## src/rtl/lane_striper.sv

```systemverilog
// Stripes a word stream across the active subset of LANES physical lanes.
// Inserts SEP at frame ends and periodic clock-compensation bursts.
module lane_striper #(
  parameter int LANES     = 4,
  parameter int DATA_W    = 64,
  parameter int CC_PERIOD = 1024,
  parameter int CC_LEN    = 3
) (
  input  logic                           clk,
  input  logic                           rst,
  input  logic [LANES-1:0]               lane_mask,
  input  logic                           s_valid,
  input  logic                           s_last,
  input  logic [DATA_W-1:0]              s_data,
  output logic                           s_ready,
  output logic [LANES-1:0]               lane_ctrl,
  output logic [LANES-1:0][DATA_W-1:0]   lane_data,
  output logic [LANES-1:0]               active_mask
);

  localparam int CW = $clog2(LANES + 1);
  localparam int PW = (CC_PERIOD > 1) ? $clog2(CC_PERIOD) : 1;
  localparam int BW = $clog2(CC_LEN + 1);
  localparam logic [7:0] OS_IDLE = 8'h78;
  localparam logic [7:0] OS_CC   = 8'h55;
  localparam logic [7:0] OS_SEP  = 8'h1E;

  typedef enum logic [1:0] {
    ST_IDLE = 2'd0,
    ST_FILL = 2'd1,
    ST_FULL = 2'd2
  } state_t;

  function automatic logic [CW-1:0] popcount(input logic [LANES-1:0] m);
    logic [CW-1:0] c;
    c = '0;
    for (int i = 0; i < LANES; i++) c = c + CW'(m[i]);
    return c;
  endfunction

  // Number of active lanes below lane idx, i.e. the stripe word index it carries.
  function automatic logic [CW-1:0] lane_rank(input logic [LANES-1:0] m, input int idx);
    logic [CW-1:0] c;
    c = '0;
    for (int j = 0; j < LANES; j++) begin
      if (j < idx) c = c + CW'(m[j]);
    end
    return c;
  endfunction

  function automatic logic [DATA_W-1:0] word_at(input logic [LANES-1:0][DATA_W-1:0] b,
                                                input logic [CW-1:0] r);
    logic [DATA_W-1:0] w;
    w = '0;
    for (int j = 0; j < LANES; j++) begin
      if (r == CW'(j)) w = b[j];
    end
    return w;
  endfunction

  state_t                          state_r, state_nxt_s;
  logic [LANES-1:0]                active_mask_r;
  logic [LANES-1:0][DATA_W-1:0]    buf_r;
  logic [CW-1:0]                   nwords_r;
  logic                            last_r;
  logic                            sep_pend_r;
  logic [PW-1:0]                   cnt_r;
  logic [BW-1:0]                   burst_left_r;
  logic [LANES-1:0]                lane_ctrl_r;
  logic [LANES-1:0][DATA_W-1:0]    lane_data_r;

  logic [CW-1:0]                   k_s;
  logic [CW-1:0]                   wr_idx_s;
  logic                            burst_s;
  logic                            s_ready_s;
  logic                            xfer_s;
  logic                            emit_s;
  logic [LANES-1:0]                ctrl_nxt_s;
  logic [LANES-1:0][DATA_W-1:0]    data_nxt_s;

  // Handshake, emission qualifier and next-state decode.
  always_comb begin
    k_s         = popcount(active_mask_r);
    burst_s     = (burst_left_r != '0);
    wr_idx_s    = (state_r == ST_IDLE) ? '0 : nwords_r;
    s_ready_s   = 1'b0;
    state_nxt_s = state_r;
    if (burst_s) begin
      s_ready_s = 1'b0;
    end else if (state_r == ST_IDLE) begin
      // A pending SEP still belongs to the previous frame; hold off the next one.
      s_ready_s = (active_mask_r != '0) && !sep_pend_r;
    end else if (state_r == ST_FILL) begin
      s_ready_s = 1'b1;
    end else begin
      s_ready_s = 1'b0;
    end
    xfer_s = s_valid && s_ready_s;
    emit_s = (state_r == ST_FULL) && !burst_s;
    case (state_r)
      ST_IDLE: begin
        if (xfer_s) state_nxt_s = ((k_s == CW'(1)) || s_last) ? ST_FULL : ST_FILL;
        else        state_nxt_s = ST_IDLE;
      end
      ST_FILL: begin
        if (xfer_s && ((nwords_r + CW'(1) == k_s) || s_last)) state_nxt_s = ST_FULL;
        else                                                   state_nxt_s = ST_FILL;
      end
      ST_FULL: begin
        if (emit_s) state_nxt_s = last_r ? ST_IDLE : ST_FILL;
        else        state_nxt_s = ST_FULL;
      end
      default: state_nxt_s = ST_IDLE;
    endcase
  end

  // Next lane contents: CC burst beats stripe, stripe beats pending SEP.
  always_comb begin
    for (int i = 0; i < LANES; i++) begin
      ctrl_nxt_s[i] = 1'b1;
      data_nxt_s[i] = DATA_W'(OS_IDLE);
    end
    if (burst_s) begin
      for (int i = 0; i < LANES; i++) data_nxt_s[i] = DATA_W'(OS_CC);
    end else if (state_r == ST_FULL) begin
      for (int i = 0; i < LANES; i++) begin
        if (active_mask_r[i] && (lane_rank(active_mask_r, i) < nwords_r)) begin
          ctrl_nxt_s[i] = 1'b0;
          data_nxt_s[i] = word_at(buf_r, lane_rank(active_mask_r, i));
        end else if (active_mask_r[i]) begin
          data_nxt_s[i] = DATA_W'(OS_SEP);
        end else begin
          data_nxt_s[i] = DATA_W'(OS_IDLE);
        end
      end
    end else if (sep_pend_r) begin
      for (int i = 0; i < LANES; i++)
        data_nxt_s[i] = active_mask_r[i] ? DATA_W'(OS_SEP) : DATA_W'(OS_IDLE);
    end else begin
      for (int i = 0; i < LANES; i++) data_nxt_s[i] = DATA_W'(OS_IDLE);
    end
  end

  // State register.
  always_ff @(posedge clk or posedge rst) begin
    if (rst) state_r <= ST_IDLE;
    else     state_r <= state_nxt_s;
  end

  // Stripe buffer, mask, SEP flag and clock-compensation timer.
  always_ff @(posedge clk or posedge rst) begin
    if (rst) begin
      active_mask_r <= '0;
      buf_r         <= '0;
      nwords_r      <= '0;
      last_r        <= 1'b0;
      sep_pend_r    <= 1'b0;
      cnt_r         <= '0;
      burst_left_r  <= '0;
    end else begin
      if (cnt_r == PW'(CC_PERIOD - 1)) begin
        cnt_r        <= '0;
        burst_left_r <= BW'(CC_LEN);
      end else begin
        cnt_r <= cnt_r + PW'(1);
        if (burst_s) burst_left_r <= burst_left_r - BW'(1);
      end
      if ((state_r == ST_IDLE) && !sep_pend_r && !xfer_s) active_mask_r <= lane_mask;
      if (xfer_s) begin
        for (int i = 0; i < LANES; i++) begin
          if (wr_idx_s == CW'(i)) buf_r[i] <= s_data;
        end
        nwords_r <= wr_idx_s + CW'(1);
        last_r   <= s_last;
      end else if (emit_s) begin
        nwords_r <= '0;
      end
      if (emit_s && last_r && (nwords_r == k_s)) begin
        sep_pend_r <= 1'b1;
      end else if (!burst_s && (state_r != ST_FULL) && sep_pend_r) begin
        sep_pend_r <= 1'b0;
      end
    end
  end

  // Registered lane outputs.
  always_ff @(posedge clk or posedge rst) begin
    if (rst) begin
      lane_ctrl_r <= '1;
      for (int i = 0; i < LANES; i++) lane_data_r[i] <= DATA_W'(OS_IDLE);
    end else begin
      lane_ctrl_r <= ctrl_nxt_s;
      lane_data_r <= data_nxt_s;
    end
  end

  assign s_ready     = s_ready_s;
  assign lane_ctrl   = lane_ctrl_r;
  assign lane_data   = lane_data_r;
  assign active_mask = active_mask_r;

endmodule

```

## config.mk

```make
export PLATFORM = sky130hd
export DESIGN_NAME = lane_striper
export DESIGN_NICKNAME = d
export VERILOG_FILES = /design/src/rtl/lane_striper.sv
export SDC_FILE = /design/constraint.sdc
export NUM_CORES = 1
export LEC_CHECK = 0
export CAP_MARGIN = 40
export CORE_ASPECT_RATIO = 1.75
export CORE_MARGIN = 2
export CORE_UTILIZATION = 40
export CTS_CLUSTER_SIZE = 24
export DETAILED_ROUTE_END_ITERATION = 6
export GPL_ROUTABILITY_DRIVEN = 1
export PLACE_DENSITY = 0.62
export SYNTH_ARGS = -nofsm -noshare
export SYNTH_HDL_FRONTEND = slang
export SYNTH_SLANG_ARGS = --single-unit
```

## constraint.sdc

```tcl
create_clock -name clk -period 36.3 [get_ports clk]
set_clock_uncertainty 0.2 [all_clocks]
set_input_delay 7.26 -clock clk [delete_from_list [all_inputs] [get_ports clk]]
set_output_delay 7.26 -clock clk [all_outputs]
set_load 0.02 [all_outputs]
```

==> flow_summary_export.csv, run 1 <==
group,metric,value,unit
status,status,"completed",
floorplanning,fp.dieArea,0.0605,mm2
timing,hold_violations,0,
drt,vias_per_cell,5.42,
timing,fmax,91.8,MHz
drt,wire_per_inst,22.7,um
job,cap_violations,0,
clock_tree,cts_setup_buffers,0,
clock_tree,post_cts_resized,0,
power,p_int,1.71,mW
worst_hold_path,hp-class,"register to register",
global_routing,grt_remaining_overflow,0,
floorplanning,row_count,117,
timing,fin_ws,25.40,ns
power,total_power,2.80,mW
timing,setup_tns,0,ns
synthesis,ys_seq_elements,539,
timing,min_period,10.90,ns
drt,routed_wl,65800,um
synthesis,synth_area_per_cell,13.0,um2
clock_tree,numCtsBuffers,49,
power,p_per_area,94.9,mW/mm2
synthesis,syn-num-nets,1886,
place,port_buffers,336,
worst_setup_path,critical_path_buf_inv_count,3,
cells_and_area,drive_gt1_share,19.6,%
worst_setup_path,crit_slowest_cell,"dfrtp_4",
power,clockPowerShare,20.0,%
power,power_switching_share,39.0,%
worst_setup_path,crit_family,"buffers and inverters",
cells_and_area,syn_to_final_growth,26.1,%
cells_and_area,finish.utilization,50.9,%
worst_setup_path,path_class,"register to primary output",
floorplanning,die_w,187,um
global_routing,grt_usage,21.6,%
global_routing,grt_max_degree,116,
worst_setup_path,cp_data_arrival_time,3.44,ns
power,pwr-share-seq,33.9,%
worst_setup_path,slowest_delay,0.83,ns
synthesis,syn_inst,1794,
synthesis,yosysUniqueCellTypes,56,
floorplanning,fp.coreArea,0.0580,mm2
drt,drt_first_pass_iters,5,
drt,drt_iter0_drc,884,
worst_setup_path,cpMostUsedCell,"inv_1",
drt,vias,15700,
synthesis,ys.flop_type,"dfrtp_1",
worst_setup_path,startpoint_type,"register",
timing,slew_violations,0,
synthesis,ys_warn_count,0,
power,power.net_switching,1.09,mW
power,irDropWorstVdd,0.0986,mV
worst_setup_path,critical_path_required,28.84,ns
timing,fin_hold_ws,0.277,ns
worst_setup_path,crit_path_cell_trace,"inv_1 > ha_1 > nor4b_1 > or3_1 > inv_1 > clkdlybuf4s50_1",
clock_tree,hold_buffers,0,
clock_tree,cts_root_buf,"clkbuf_16",
synthesis,ys_seq_area_share,57.8,%
clock_tree,ctsLongestPathBuffers,3,
cells_and_area,nets,2180,
global_routing,antenna_found_initial,3,
global_routing,grt_pass1_wl,101000,um
timing,worstMarginPinSlew,0.901,ns
place,dp_hpwl,41300,um
floorplanning,ios,337,
power,power_frac_comb,46.1,%
synthesis,syn_area,0.0234,mm2
worst_setup_path,worstSetupEndpointType,"primary output",
synthesis,synth_edf_count,0,
floorplanning,initial_core_util,40.4,%
clock_tree,clk_latency,0.58,ns
drt,drc,0,
synthesis,ys_async_sr_fraction,100,%
clock_tree,clock_sinks,539,
drt,antenna_left,0,
timing,grt_setup_unrepaired,"no",
place,gp_congestion,0.844,
floorplanning,die_y,324,um
timing,fin_crit_sh,30.0,%
timing,slew_headroom,39.9,%
clock_tree,clk_pin_slew,0.07,ns
clock_tree,cts_tree,"built",
place,post-place-ws,25.97,ns
clock_tree,htreeDepth,2,
power,p_leak,13.1,nW
timing,finalSetupViolations,0,
worst_setup_path,cp_max_fo,31,
global_routing,grt_pass1_vias,16700,
==> state kept, by name, indices dropped and copies added, names as in the netlist <==
signal,cells
buf_r,256
last_r,1
sep_pend_r,1
state_r,2
lane_ctrl,4
burst_left_r,2
cnt_r,10
active_mask,4
nwords_r,3
lane_data,256
==> logic make-up after synthesis <==
kind of cell	Yosys count	share of synthesized area (%)
AO/OA/AOI/OAI	235	7.58
XOR/XNOR	13	0.487
adder cells (fa/ha/maj)	20	1.13
buffers and inverters	161	2.96
flip-flops	539	57.8
multiplexers	510	23.8
AND/OR/NAND/NOR	316	6.28
==> cell type report <==
| class | count | area [um2] |
|---|---|---|
| clock buffers | 72 | 1450 |
| repair buffers | 377 | 3890 |
| well taps | 773 | 967 |
| flip-flops and latches | 539 | 13500 |
| multi-input cells | 1094 | 9260 |
| diodes | 2 | 5.00 |
| fillers | 5076 | 28500 |
| inverters | 27 | 109 |
| clock inverters | 19 | 313 |
==> metrics by stage <==
step,instances,instance area (um2)
after CTS,2900,29500
after floorplan,1794,23400
final,2903,29500
after global routing,2903,29500
after global placement,2797,27400
after detailed placement,2809,27700
==> power by group through the flow <==
stage	logic (mW)	registers (mW)	clock network [mW]
after detailed placement	1.29	0.957	0
after global placement	1.24	0.945	0
after global routing	1.39	0.974	0.599
final	1.29	0.948	0.561
after floorplan	0.892	0.945	0
after CTS	1.29	0.947	0.578
==> routing by layer <==
metal	wire, um	vias up	part of all wire [%]	global-route usage [%]
li1	-	7001	-	-
met1	26700	8154	41	26.4
met2	34100	486	52	38.8
met3	3220	98	4.9	3.40
met4	1780	2	2.7	7.83
met5	13	-	0.020	0
==> path summary, 6_finish.rpt <==
check | startpoint | endpoint | slack, ns | cells past startpoint
max | active_mask[0]$_DFFE_PP0P_ | s_ready | 25.40 | 6
min | cnt_r[6]$_DFF_PP0_ | cnt_r[6]$_DFF_PP0_ | 0.28 | 1
max reg2reg | active_mask[0]$_DFFE_PP0P_ | lane_data[248]$_DFF_PP0_ | 31.56 | 7
min reg2reg | cnt_r[6]$_DFF_PP0_ | cnt_r[6]$_DFF_PP0_ | 0.28 | 1
max in group asynchronous | rst | lane_data[104]$_DFF_PP0_ | 27.06 | 5
min in group asynchronous | rst | lane_data[65]$_DFF_PP0_ | 6.99 | 2
==> synthesized netlist by cell type (all sizes together) (6+ instances only) <==
cell type / n / share of area, %
a31oi: 6 / 0.16
nand2b: 6 / 0.16
mux2i: 236 / 10
ha: 18 / 0.96
xor2: 6 / 0.22
o21ai: 18 / 0.38
a21oi: 12 / 0.26
inv: 26 / 0.42
buf: 50 / 1.2
a221oi: 56 / 2.1
dfstp: 20 / 2.2
and2: 64 / 1.7
dfrtp: 519 / 56
mux4: 11 / 1.1
nor2: 132 / 2.1
nand2: 86 / 1.4
a211oi: 115 / 3.7
clkbuf: 84 / 1.3
nand3: 8 / 0.17
mux2: 263 / 13
xnor2: 7 / 0.26
==> layout by cell type, fill, tap and decap left out, drive strengths merged, types with 4 or more instances in the layout <==
cell type,n
buf,41
mux4,11
and2,64
o21ai,18
clkinv,6
dfstp,20
nand2,86
nor2,132
nor2b,5
a211oi,115
mux2,263
clkbuf,72
mux2i,236
nand3,8
ha,18
inv,28
a31oi,6
xor2,6
a221oi,56
clkinvlp,4
xnor2,7
a31o,4
a21oi,12
dfrtp,519
clkdlybuf4s50,336
o21a,5
nand2b,6
bufinv,8
No activity file was read; power rests on OpenSTA's default activity.
==> run 2, diff against run 1 <==
- clock period: 36.3 -> 10.2 ns (I/O delays scaled with it)
==> run 2 against run 1 <==
Compared with the run above:
- routed wire length fell by 0.38%
- hold slack barely moved
- core utilization fell by 0.25 points
- critical path depth did not move
- combinational power rose to 3.5 times the previous value
- global-route usage fell by 0.12 points
- register-to-register slack got worse by 26 ns
- clock power rose to 3.6 times the previous value
- first-iteration DRC count fell by 6.1%
- die area did not move
==> flow_summary_export.csv, run 2 (synthesis gave the netlist of run 1 again) <==
group,metric,value,unit
worst_setup_path,cp_max_fo,38,
global_routing,use_met1,26.0,%
drt,routed_wl,65600,um
global_routing,grt_pass1_vias,16700,
timing,fmax,173,MHz
worst_hold_path,hp-class,"register to register",
clock_tree,clk_latency,0.58,ns
cells_and_area,layout_common_cells,"518 x dfrtp_1, 336 x clkdlybuf4s50_1, 248 x mux2_2, 236 x mux2i_1, 131 x nor2_1",
drt,wire_per_inst,22.7,um
global_routing,grt_usage,21.5,%
job,cap_violations,0,
drt,vias_per_cell,5.40,
cells_and_area,finish.utilization,50.6,%
floorplanning,initial_core_util,40.4,%
timing,slew_violations,0,
clock_tree,cts_root_buf,"clkbuf_16",
floorplanning,die_y,324,um
cells_and_area,nets,2172,
floorplanning,ios,337,
timing,finalSetupViolations,0,
timing,fin_hold_ws,0.277,ns
status,status,"completed",
drt,drt_first_pass_iters,5,
timing,min_period,5.78,ns
worst_setup_path,path_class,"register to primary output",
power,p_leak,13.1,nW
global_routing,grt_max_degree,181,
drt,antenna_left,0,
power,total_power,9.91,mW
floorplanning,row_count,117,
global_routing,use_met2,38.5,%
global_routing,antenna_found_initial,3,
worst_setup_path,cp_data_arrival_time,3.54,ns
power,irDropWorstVdd,0.280,mV
clock_tree,ctsLongestPathBuffers,3,
timing,slew_headroom,30.1,%
cells_and_area,syn_to_final_growth,25.5,%
worst_hold_path,hold_depth,1,
floorplanning,fp.coreArea,0.0580,mm2
worst_setup_path,startpoint_type,"register",
clock_tree,clock_sinks,539,
clock_tree,post_cts_resized,0,
clock_tree,clk_pin_slew,0.07,ns
cells_and_area,final_common_cell,"dfrtp_1",
global_routing,grt_pass1_wl,100000,um
timing,worstMarginPinSlew,1.05,ns
global_routing,grt_remaining_overflow,0,
worst_setup_path,reg2reg_depth,10,
timing,hold_violations,0,
timing,grt_setup_unrepaired,"no",
global_routing,grt.busiest_layer,"met2",
drt,vias,15600,
drt,drc,0,
worst_setup_path,worstSetupEndpointType,"primary output",
floorplanning,fp.dieArea,0.0605,mm2
place,port_buffers,336,
timing,setup_tns,0,ns
clock_tree,htreeDepth,2,
clock_tree,cts_tree,"built",
clock_tree,cts_setup_buffers,0,
place,gp_congestion,0.811,
worst_setup_path,regToRegSetupSlack,5.23,ns
floorplanning,die_w,187,um
cells_and_area,drive_gt1_share,19.3,%
drt,drt_iter0_drc,830,
global_routing,met3_usage,3.39,%
power,p_per_area,338,mW/mm2
timing,fin_crit_sh,56.6,%
worst_setup_path,critical_path_required,7.96,ns
clock_tree,numCtsBuffers,50,
place,dp_hpwl,41300,um
clock_tree,hold_buffers,0,
==> run 2: cell types whose count changed in the layout (fill, tap and decap cells not counted), moves of 2 or more <==
cell       before  now
inv_6           2    0
buf_16          9    4
clkbuf_16      51   53
bufinv_16       8    6
clkinv_4        0    3
clkbuf_8        9   11
buf_4          29   23
==> run 2: path summary, 6_finish.rpt <==
kind / to / start
worst max-delay path: s_ready / active_mask[0]$_DFFE_PP0P_
worst min-delay path: cnt_r[6]$_DFF_PP0_ / cnt_r[6]$_DFF_PP0_
worst max register to register: lane_data[252]$_DFF_PP0_ / active_mask[0]$_DFFE_PP0P_
worst min register to register: cnt_r[6]$_DFF_PP0_ / cnt_r[6]$_DFF_PP0_
max in group asynchronous: buf_r[168]$_DFFE_PP0P_ / rst
min in group asynchronous: lane_data[206]$_DFF_PP0_ / rst
==> run 2: critical path: stages, from the launching register on <==
cell             delay, ns
dfrtp_4               0.93
inv_1                 0.33
ha_1                  0.28
nor4b_1               0.15
or3_1                 0.48
inv_1                 0.15
clkdlybuf4s50_1       0.62
==> run 2: metal layers <==
metal,vias to the layer above,part of all wire (%),wire length [um]
li1,6981,-,-
met2,459,51,33700
met4,2,3.5,2290
met5,-,0.020,13
met1,8050,40,26500
met3,125,4.7,3060
==> run 2: area by class of cell <==
type	count	area [um2]
inverters	27	105
flip-flops and latches	539	13500
well taps	773	967
multi-input cells	1094	9260
diodes	2	5.00
repair buffers	368	3740
clock buffers	75	1520
clock inverters	16	249
fillers	5091	28600
==> run 2: power by group <==
group	switching, mW	internal, mW
Combinational	2.45	2.07
Sequential	0.604	2.79
Clock	0.817	1.18
==> run 2: stage by stage <==
step           setup WS (ns)  cells  area [um2]
6_report                4.42   2894       29400
5_1_grt                 4.27   2894       29400
4_1_cts                 4.37   2892       29300
3_5_place_dp            5.03   2801       27600
3_3_place_gp            5.04   2794       27400
2_1_floorplan          0.646   1794       23400
==> run 3, diff against run 2 <==
- clock period: 10.2 -> 5.9 ns (I/O delays scaled with it)
==> run 3 against run 2 <==
Compared with the run above:
- setup slack lost 3.4 ns
- first-iteration DRC count increased by 3.5%
- hold slack gained 0.0065 ns
- sequential cell count unchanged
- critical endpoint unchanged
- largest cell class unchanged
- largest power group unchanged
==> flow_summary_export.csv, run 3 (synthesis gave the netlist of run 1 again) <==
group,metric,value,unit
clock_tree,cts_setup_buffers,0,
clock_tree,post_cts_resized,0,
timing,hold_violations,0,
drt,vias_per_cell,5.46,
power,p_leak,13.1,nW
cells_and_area,finish.utilization,50.7,%
clock_tree,ctsLongestPathBuffers,3,
drt,drc,0,
drt,antenna_left,0,
worst_setup_path,regToRegSetupSlack,1.61,ns
worst_setup_path,crit_family,"buffers and inverters",
worst_setup_path,crit_slowest_cell,"dfrtp_4",
timing,fin_ws,1.02,ns
drt,drt_first_pass_iters,5,
place,gp_congestion,0.845,
floorplanning,die_w,187,um
power,p_per_area,582,mW/mm2
clock_tree,htreeDepth,2,
global_routing,grt_pass1_wl,102000,um
worst_setup_path,critical_path_required,4.52,ns
worst_setup_path,cp_data_arrival_time,3.50,ns
floorplanning,ios,337,
floorplanning,die_y,324,um
clock_tree,clk_latency,0.59,ns
status,status,"completed",
clock_tree,numCtsBuffers,50,
worst_setup_path,crit_path_start,"active_mask[0]$_DFFE_PP0P_",
timing,fmax,205,MHz
floorplanning,fp.coreArea,0.0580,mm2
worst_setup_path,cp.depth,6,
worst_setup_path,slowest_delay,0.90,ns
global_routing,grt_pass1_vias,16900,
clock_tree,clk_pin_slew,0.07,ns
floorplanning,row_count,117,
global_routing,grt_max_degree,161,
clock_tree,hold_buffers,0,
global_routing,grt_remaining_overflow,0,
place,dp_hpwl,41500,um
cells_and_area,layout_common_cells,"518 x dfrtp_1, 336 x clkdlybuf4s50_1, 248 x mux2_2, 236 x mux2i_1, 131 x nor2_1",
timing,slew_violations,0,
worst_setup_path,startpoint_type,"register",
drt,routed_wl,66100,um
worst_setup_path,critPathCapture,"s_ready",
clock_tree,clock_sinks,539,
clock_tree,cts_root_buf,"clkbuf_16",
cells_and_area,drive_gt1_share,19.6,%
worst_setup_path,critical_path_buf_inv_count,3,
worst_setup_path,r2r-end,"lane_data[214]$_DFF_PP0_",
power,irDropWorstVdd,0.776,mV
timing,fin_crit_sh,82.7,%
cells_and_area,final_common_cell,"dfrtp_1",
timing,min_period,4.88,ns
worst_hold_path,hp-class,"register to register",
cells_and_area,layout.cells.non_filler,2899,
worst_setup_path,cpMostUsedCell,"inv_1",
cells_and_area,nets,2173,
floorplanning,initial_core_util,40.4,%
worst_setup_path,worstSetupEndpointType,"primary output",
cells_and_area,syn_to_final_growth,25.6,%
timing,fin_hold_ws,0.284,ns
timing,worstMarginPinSlew,0.952,ns
worst_setup_path,reg2reg_depth,10,
clock_tree,cts_tree,"built",
place,dp_cells,2802,
job,cap_violations,0,
timing,slew_headroom,36.0,%
global_routing,antenna_found_initial,4,
timing,finalSetupViolations,0,
drt,wire_per_inst,22.8,um
worst_setup_path,cp_max_fo,37,
cells_and_area,fillers,5094,
place,port_buffers,336,
floorplanning,fp.dieArea,0.0605,mm2
global_routing,grt_usage,21.7,%
worst_setup_path,reg2reg_from,"active_mask[0]$_DFFE_PP0P_",
worst_setup_path,crit_path_cell_trace,"inv_1 > ha_1 > nor4b_1 > or3_1 > inv_1 > clkdlybuf4s50_1",
worst_setup_path,path_class,"register to primary output",
drt,vias,15800,
drt,drt_iter0_drc,859,
place,post-place-ws,1.58,ns
timing,grt_setup_unrepaired,"no",
## run 3: changes by cell type in the layout (fill, tap and decap cells not counted), sizes merged
cell	change
clkinvlp	+1
clkbuf	-8
buf	+1
diode	+2
inv	+2
bufinv	+1
clkinv	+6
## run 3: worst min-delay path by stage
stage	startpoint	to	slack, ns	depth (start not counted)
global placement	cnt_r[6]$_DFF_PP0_	cnt_r[6]$_DFF_PP0_	0.26	1
CTS	cnt_r[6]$_DFF_PP0_	cnt_r[6]$_DFF_PP0_	0.29	1
floorplan	cnt_r[6]$_DFF_PP0_	cnt_r[6]$_DFF_PP0_	0.24	1
finish	cnt_r[6]$_DFF_PP0_	cnt_r[6]$_DFF_PP0_	0.28	1
global route	cnt_r[6]$_DFF_PP0_	cnt_r[6]$_DFF_PP0_	0.29	1
detailed placement	cnt_r[6]$_DFF_PP0_	cnt_r[6]$_DFF_PP0_	0.27	1
## run 3: final cells by class
type | instances | area (um2) | share of cell area, %
Tap cell | 773 | 967 | 3.29
Inverter | 27 | 105 | 0.358
Antenna cell | 4 | 10.0 | 0.0341
Timing Repair Buffer | 369 | 3790 | 12.9
Sequential cell | 539 | 13500 | 46.0
Multi-Input combinational cell | 1094 | 9260 | 31.5
Clock inverter | 26 | 338 | 1.15
Clock buffer | 67 | 1410 | 4.78
## run 3: power by group
| part | switching [mW] | total, mW | internal (mW) |
|---|---|---|---|
| clock network | 1.45 | 3.44 | 1.99 |
| registers | 1.08 | 5.90 | 4.82 |
| logic | 4.18 | 7.77 | 3.59 |
## run 3: worst register-to-register path, delay by kind of cell (launching register included)
| kind | cells | cell delay (ns) |
|---|---|---|
| simple gates | 1 | 0.24 |
| fa+ha+maj | 4 | 1.30 |
| flops | 1 | 0.90 |
| buf+inv | 2 | 0.71 |
| compound gates | 3 | 0.81 |
## run 3: metrics by stage
stage                     setup TNS, ns  instance area (um2)  power, mW
after CTS                             0                29400       17.2
after floorplan                -1464.80                23400       11.3
after global routing                  0                29400       18.1
after detailed placement              0                27600       13.8
final                                 0                29400       17.1
after global placement                0                27500       13.4
## run 3: routing by layer
metal | share of wire, % | vias to the layer above | track usage [%]
li1 | - | 6998 | -
met1 | 40 | 8205 | 26.2
met2 | 52 | 492 | 38.6
met3 | 4.5 | 122 | 3.28
met4 | 3.7 | 0 | 9.21
met5 | 0 | - | 0
